$ cat src/rtl/uart_rx_fifo.sv
// 8N1 UART receiver with mid-bit sampling, glitch/framing rejection and an
// 8-bit first-word-fall-through FIFO between the line and the consumer.
module uart_rx_fifo #(
    parameter int CLKS_PER_BIT = 5207,
    parameter int FIFO_AW      = 3
) (
    input  logic       sysclk,
    input  logic       reset_n,
    input  logic       serial_in,
    input  logic       rd_en,
    output logic [7:0] rd_data,
    output logic       rd_valid,
    output logic       full,
    output logic       rx_busy,
    output logic       frame_err,
    output logic       overrun
);

    localparam int DEPTH = 2 ** FIFO_AW;
    localparam logic [12:0] DIV_LAST = 13'(CLKS_PER_BIT - 1);
    localparam logic [12:0] DIV_MID  = 13'(CLKS_PER_BIT / 2 - 1);

    typedef enum logic [2:0] {
        IDLE,
        START,
        DATA,
        STOP,
        BREAK
    } rx_state_t;

    rx_state_t state_reg, state_next;

    logic        s1_reg, s2_reg, s_prev_reg;
    logic [12:0] div_reg, div_next;
    logic [2:0]  bidx_reg, bidx_next;
    logic [7:0]  shreg_reg, shreg_next;
    logic        fall;
    logic        stop_good, stop_bad;

    logic [7:0]         mem_reg [DEPTH];
    logic [FIFO_AW-1:0] wptr_reg, rptr_reg;
    logic [FIFO_AW:0]   count_reg;
    logic               frame_err_reg, overrun_reg;
    logic               push, pop, drop;

    // Synchroniser idles high so a line already low at release yields one edge.
    always_ff @(posedge sysclk or negedge reset_n) begin
        if (!reset_n) begin
            s1_reg     <= 1'b1;
            s2_reg     <= 1'b1;
            s_prev_reg <= 1'b1;
        end else begin
            s1_reg     <= serial_in;
            s2_reg     <= s1_reg;
            s_prev_reg <= s2_reg;
        end
    end

    assign fall = s_prev_reg & ~s2_reg;

    always_ff @(posedge sysclk or negedge reset_n) begin
        if (!reset_n) begin
            state_reg <= IDLE;
            div_reg   <= '0;
            bidx_reg  <= '0;
            shreg_reg <= '0;
        end else begin
            state_reg <= state_next;
            div_reg   <= div_next;
            bidx_reg  <= bidx_next;
            shreg_reg <= shreg_next;
        end
    end

    always_comb begin
        state_next = state_reg;
        div_next   = div_reg;
        bidx_next  = bidx_reg;
        shreg_next = shreg_reg;
        stop_good  = 1'b0;
        stop_bad   = 1'b0;
        case (state_reg)
            IDLE: begin
                if (fall) begin
                    div_next   = '0;
                    state_next = START;
                end
            end
            START: begin
                // A start bit that is high again at mid-bit was only a glitch.
                if (div_reg == DIV_MID) begin
                    if (!s2_reg) begin
                        div_next   = '0;
                        bidx_next  = '0;
                        state_next = DATA;
                    end else begin
                        state_next = IDLE;
                    end
                end else begin
                    div_next = div_reg + 13'd1;
                end
            end
            DATA: begin
                if (div_reg == DIV_LAST) begin
                    shreg_next = {s2_reg, shreg_reg[7:1]};
                    div_next   = '0;
                    if (bidx_reg == 3'd7) begin
                        state_next = STOP;
                    end else begin
                        bidx_next = bidx_reg + 3'd1;
                    end
                end else begin
                    div_next = div_reg + 13'd1;
                end
            end
            STOP: begin
                if (div_reg == DIV_LAST) begin
                    if (s2_reg) begin
                        stop_good  = 1'b1;
                        state_next = IDLE;
                    end else begin
                        stop_bad   = 1'b1;
                        state_next = BREAK;
                    end
                end else begin
                    div_next = div_reg + 13'd1;
                end
            end
            BREAK: begin
                if (s2_reg) begin
                    state_next = IDLE;
                end
            end
            default: state_next = IDLE;
        endcase
    end

    assign rd_valid = (count_reg != '0);
    assign full     = (count_reg == (FIFO_AW + 1)'(DEPTH));
    assign pop      = rd_en & rd_valid;
    // A pop on the same edge frees the slot, so a full FIFO still accepts.
    assign push     = stop_good & (~full | pop);
    assign drop     = stop_good & full & ~pop;

    always_ff @(posedge sysclk) begin
        if (push) begin
            mem_reg[wptr_reg] <= shreg_reg;
        end
    end

    always_ff @(posedge sysclk or negedge reset_n) begin
        if (!reset_n) begin
            wptr_reg      <= '0;
            rptr_reg      <= '0;
            count_reg     <= '0;
            frame_err_reg <= 1'b0;
            overrun_reg   <= 1'b0;
        end else begin
            frame_err_reg <= stop_bad;
            overrun_reg   <= drop;
            if (push) begin
                wptr_reg <= wptr_reg + 1'b1;
            end
            if (pop) begin
                rptr_reg <= rptr_reg + 1'b1;
            end
            case ({push, pop})
                2'b10:   count_reg <= count_reg + 1'b1;
                2'b01:   count_reg <= count_reg - 1'b1;
                default: count_reg <= count_reg;
            endcase
        end
    end

    assign rd_data   = rd_valid ? mem_reg[rptr_reg] : 8'h00;
    assign rx_busy   = (state_reg != IDLE);
    assign frame_err = frame_err_reg;
    assign overrun   = overrun_reg;

endmodule

$ cat config.mk
export PLATFORM = sky130hd
export DESIGN_NAME = uart_rx_fifo
export DESIGN_NICKNAME = d
export VERILOG_FILES = /design/src/rtl/uart_rx_fifo.sv
export SDC_FILE = /design/constraint.sdc
export NUM_CORES = 1
export LEC_CHECK = 0
export BUFFER_PORTS_ARGS = -buffer_cell sky130_fd_sc_hd__buf_2
export CAP_MARGIN = 40
export CORE_UTILIZATION = 55
export DETAILED_ROUTE_END_ITERATION = 10
export PLACE_DENSITY = 0.72
export SYNTH_ARGS = -nofsm -noshare
export SYNTH_HDL_FRONTEND = slang
export SYNTH_SLANG_ARGS = --single-unit
$ cat constraint.sdc
create_clock -name sysclk -period 6.39 [get_ports sysclk]
set_input_delay 0.639 -clock sysclk [delete_from_list [all_inputs] [get_ports sysclk]]
set_output_delay 0.639 -clock sysclk [all_outputs]
set_load 0.1 [all_outputs]
## Word level (Yosys, flattened, before mapping)

Memory sizes are Yosys's and may differ from the RTL's.
Index checks and enable logic that the tools add are counted.

| storage, ports and cells | value |
|---|---|
| register bits after elaboration | 42 |
| RAM bits | 64 |
| input port bits | 4 |
| output and inout bits | 13 |
| word-level logic and storage cells | 88 |
| memories kept | 1 |

Memories:

| memory | depth | width | read ports | clocked after Yosys merged registers in | wr ports | RTL line | text |
|---|---|---|---|---|---|---|---|
| mem_reg | 8 | 8 | 1 | 0 | 1 | 40 | `logic [7:0] mem_reg [DEPTH];` |

| cells by class | value |
|---|---|
| $add $sub $neg | 6 |
| eq/ne operators | 20 |
| multiplexer cells | 30 |
| bitwise logic cells | 9 |
| reductions and logical operators | 10 |

Operator list:

| cell | count |
|---|---|
| 13-bit two-way mux | 5 |
| 13-bit one-hot mux with 4 select lines | 1 |
| 3-bit two-way mux | 11 |
| 2-bit inequality test, second input constant | 9 |
| 3-bit one-hot mux with 5 select lines | 1 |
| 13-bit by 1-bit adder with 13-bit output, second input constant | 1 |
| 13-bit by 12-bit equality test with 1-bit output, second input constant | 1 |
| 13-bit equality test, second input constant | 1 |
| 3-bit by 1-bit adder with 3-bit output, second input constant | 3 |
| 1-bit two-way mux | 8 |
| 8-bit two-way mux | 1 |
| 4-bit one-hot mux with 2 select lines | 1 |
| 4-bit nonzero test | 2 |
| 3-bit by 2-bit equality test with 1-bit output, second input constant | 2 |
| 3-bit equality test, second input constant | 2 |
| 3-bit one-hot mux with 2 select lines | 1 |
| 6-bit AND reduction | 1 |
| 1-bit AND | 5 |
| 5-bit AND reduction | 1 |
| 4-bit by 1-bit adder with 4-bit output, second input constant | 1 |
| 4-bit equality test, second input constant | 1 |
| 4-bit AND reduction | 1 |
| 2-bit nonzero test | 2 |
| 4-bit by 1-bit subtractor with 4-bit output, second input constant | 1 |
| other kinds (10) | 12 |

## Longest topological paths before layout

| logic depth | value |
|---|---|
| depth after elaboration | 6 |
| depth in mapped cells | 13 |
| gate-level depth less buffers | 13 |

## Least setup slack after synthesis

No wires, ideal clock.

| path | value |
|---|---|
| kind | reg2out |
| from | reg rptr_reg[0] |
| to | out rd_data[6] |
| arrival | 2.696 ns |
| required time | 5.751 ns |
| path slack | 3.055 ns |
| stages on the path, launching flop included | 6 |
| path buffers | 2 |
| path through | dfrtp_1 -> clkbuf_1 -> buf_2 -> mux4_2 -> mux2i_1 -> nor2_1 |

| between the ends | value |
|---|---|
| cells in the longest elaborated chain, start to end | 2 |

Ends and longest elaborated chain:

| element | RTL line | text |
|---|---|---|
| start: declaration | 41 | `logic [FIFO_AW-1:0] wptr_reg, rptr_reg;` |
| start signal: assignment | 165 | `rptr_reg <= rptr_reg + 1'b1;` |
| memory 8 x 8 bit | - |  |
| 8-bit two-way mux | 175 | `assign rd_data = rd_valid ? mem_reg[rptr_reg] : 8'h00;` |
| end: declaration | 11 | `output logic [7:0] rd_data,` |

No other way between the ends.

## Final worst setup path

| path | value |
|---|---|
| from | reg div_reg[0] |
| to | reg count_reg[2] |

| between the ends | value |
|---|---|
| cells in the longest elaborated chain, start to end | 6 |
| elaborated cells on any way between the ends | 8 |
| those cells by class | eq/ne (3); mux (3); bitwise (1); reduce/logical (1) |

Ends and longest elaborated chain:

| element | RTL line | text |
|---|---|---|
| start: declaration | 34 | `logic [12:0] div_reg, div_next;` |
| start signal: assignment | 69 | `div_reg <= div_next;` |
| 13-bit equality test * | 117 | `if (div_reg == DIV_LAST) begin` |
| 1-bit two-way mux * | 117 |  |
| 1-bit two-way mux * | 82 | `case (state_reg)` |
| 1-bit AND * | 142 | `assign push = stop_good & (~full \| pop);` |
| 2-bit by 1-bit equality test with 1-bit output / 2-bit equality test (equally long branches) | 167 | `case ({push, pop})` |
| 4-bit one-hot mux with 2 select lines / 2-bit nonzero test (equally long branches) | - |  |
| end signal: assignment | 168 | `2'b10: count_reg <= count_reg + 1'b1;` |
| end signal: assignment | 169 | `2'b01: count_reg <= count_reg - 1'b1;` |
| end signal: assignment | 170 | `default: count_reg <= count_reg;` |
| end: declaration | 42 | `logic [FIFO_AW:0] count_reg;` |

Every way passes the cells marked *; elsewhere a longest branch is shown, timed or not.
A chain may end at the register's enable or synchronous reset.

==> metrics.cfg <==
[sta]
timing.slew.headroom=0.3993
tightest_slew_ns=0.8928
finalSetupViolCount=0
fin_tns_setup_ns=0
fin_skew_ns=0.01247
fmax_mhz=283.1
fin_ws_ns=2.857
min_period_ns=3.533
fin_crit_sh=0.5528
rsz0062_at_grt=false
final_hold_viol_count=0
drv_slew=0

[power]
combPwrFrac=0.171
p_per_area_mw_per_mm2=299.0
peakVddDrop_uv=186.0
p_clk_frac=0.247
leakage_nw=2.137
p_total_w=0.001507
swShare=0.3039
p_seq_frac=0.582
p_int_w=0.001049
p_sw_w=0.0004580

[setup_path]
path_cells=inv_1 -> ha_1 -> or3b_4 -> nor4_1 -> o2111a_1 -> inv_1 -> ha_1 -> xor2_1 -> ha_1 -> a21oi_1 -> xor2_1 -> nor2_1 -> xor2_1
path_class=flop to flop
cp_data_arrival_time_ns=3.78
worst_setup_path_start_kind=flop
slowest_delay_ns=0.74
slowest_stage=nor4_1
crit_family=simple AND/OR/NAND/NOR gates
cp_num_buf_inv=2
cp_max_fo=6
endpoint_kind=flop
cp.required_ns=6.63

[global_routing]
overflow=0
grt_pass1_wl_mm=12.87
grtUsageTotal=0.1987
grt_pass1_vias=2551
antenna_found_initial=0
grt_max_degree=27

[logic_synthesis]
synth_mux_area_frac=0.1276
post_synth.cell_area_avg_sq_um=15.04
yosys_warnings=0
ys_ff_latch=106
postSynth.asyncResetShare=0.3962
synth_xor_area_frac=0.03393
syn-num-nets=322
synth_compound_area_frac=0.04362
yosys.area_share.simple=0.1112
synth_top_family_by_area=multiplexers
synth_area_sq_mm=0.004647
yosysUniqueCellTypes=54
seq_area_frac_synth=0.6405
syn_inst=309
synthAdderAreaFrac=0.02423
synth_edf_count=64
ys.flop_type=edfxtp_1

[routing]
dr_total_vias=2484
drc=0
wl_per_cell_um=17.86
wl_mm=7.895
drt_iter0_drc=125
firstDrtPassIters=4
vias_per_cell=5.620
ant_nets=0

[job]
drv_cap=0

[die]
die_w_um=93.92
core_area_sq_mm=0.008217
rows=33
start_util=0.5656
dieArea_sq_mm=0.008821
io_pins=17
dieHeight_um=93.92

[clock_network]
ctsResizeCount=0
cts.sinks=106
ctsHoldBuffers=0
post_cts_buffers=0
clockBufferDepth=2
cts_max_level=3
cts-root-buf=clkbuf_8
cts_tree=done
cts_buffers=9
clock_latency_ns=0.36
clkTransAtPathRegs_ns=0.10

[cells_and_area]
areaGrowthSynthToFinish_pct=8.481
largest_register_ffs=64
diodes=0
final_nets=345
drive_above_1_share=0.2226
fillers=608

[status]
status=completed

[place]
place_ws_ns=2.946
gp_congestion=0.7720
hpwl_mm=5.534
io_buffer_count=16

[hold_path]
hp-class=input port to async pin

Yosys cell counts (2+ instances only):
master	count	share of area
a211o_1	2	0.0038
nand4_1	2	0.0027
a21oi_1	9	0.0097
nand4bb_1	2	0.0048
dfrtp_1	39	0.21
ha_1	9	0.024
o21ai_0	3	0.0032
nor3b_1	4	0.0065
mux2_2	2	0.0048
buf_1	2	0.0016
o21bai_1	2	0.0032
nor2b_1	2	0.0027
xnor2_1	4	0.0075
o2bb2ai_1	2	0.0038
clkbuf_1	6	0.0048
nand2_1	18	0.015
nor2_1	31	0.025
nor4bb_1	3	0.0065
edfxtp_1	64	0.41
mux2i_1	9	0.019
nand2b_1	6	0.0081
nor3_1	4	0.0043
nand3_1	5	0.0054
xor2_1	14	0.026
a211oi_1	4	0.0065
inv_1	5	0.0040
a31oi_1	2	0.0027
mux4_2	16	0.078
buf_6	3	0.0073
dfstp_2	3	0.017
and2_1	2	0.0027
mux2_4	8	0.026
worst paths after layout:
kind	start	endpoint	slack, ns	cells after the start
worst max-delay path	div_reg[0]	count_reg[2]	2.86	13
worst max register to register	div_reg[0]	count_reg[2]	2.86	13
worst min-delay path	reset_n	shreg_reg[0]	0.19	1
worst min register to register	s1_reg	s2_reg	0.36	0
max in group asynchronous	reset_n	s2_reg	5.64	2
min in group sysclk	s1_reg	s2_reg	0.36	0
cell type report:
type	count	area (sq um)	area share
timing repair buffer	24	155.1	0.03078
clock inverter	6	48.80	0.009680
clock buffer	10	127.6	0.02532
tap	105	131.4	0.02606
inverter	5	18.77	0.003723
multi-input combinational	186	1583	0.3140
sequential	106	2977	0.5905
layout by cell type, fill, tap and decap left out, types with 2 or more instances in the layout:
master       n
edfxtp_1    64
dfrtp_1     39
nor2_1      31
nand2_1     18
buf_2       18
mux4_2      16
xor2_1      14
mux2i_1      9
a21oi_1      9
ha_1         9
clkbuf_8     9
mux2_4       8
nand2b_1     6
inv_1        5
nand3_1      5
nor3_1       4
a211oi_1     4
nor3b_1      4
xnor2_1      4
buf_4        4
nor4bb_1     3
o21ai_0      3
dfstp_2      3
nor2b_1      2
and2_1       2
nand4bb_1    2
a211o_1      2
a31oi_1      2
o21bai_1     2
o2bb2ai_1    2
nand4_1      2
mux2_2       2
clkinvlp_4   2
power groups by stage:
stage                     sequential, W  clock (W)  combinational, W
after floorplan                0.000818          0          0.000259
after global placement         0.000903          0          0.000224
after detailed placement       0.000890          0          0.000261
after CTS                      0.000875   0.000383          0.000262
after global routing           0.000886   0.000406          0.000286
final                          0.000877   0.000372          0.000258
metal layers:
metal | wire (um) | part of all wire | up-vias | global-route usage
met4 | 99 | 0.013 | 0 | 0.06923
met5 | 0 | 0 | - | 0
met3 | 151 | 0.019 | 12 | 0.02994
met2 | 3949 | 0.50 | 29 | 0.3412
met1 | 3695 | 0.47 | 1233 | 0.2578
li1 | - | - | 1210 | -
stage by stage:
step                utilization  hold WS (ns)  instance area, sq um  std cells
detailed placement       0.5921        0.3491                  4865        426
CTS                      0.6135        0.1972                  5041        442
finish                   0.6135        0.1942                  5041        442
global placement         0.5829        0.3471                  4790        418
global route             0.6135        0.2112                  5041        442
floorplan                     -        0.3434                  4647        309
cells by family (layout without fill, tap and decap cells):
family	Yosys count	after routing
flops	106	106
fa+ha+maj	9	9
mux	35	35
compound gates	30	30
simple gates	94	94
xor+xnor	18	18
buf+inv	17	45
Note: power is estimated with default switching activity, not from simulation.
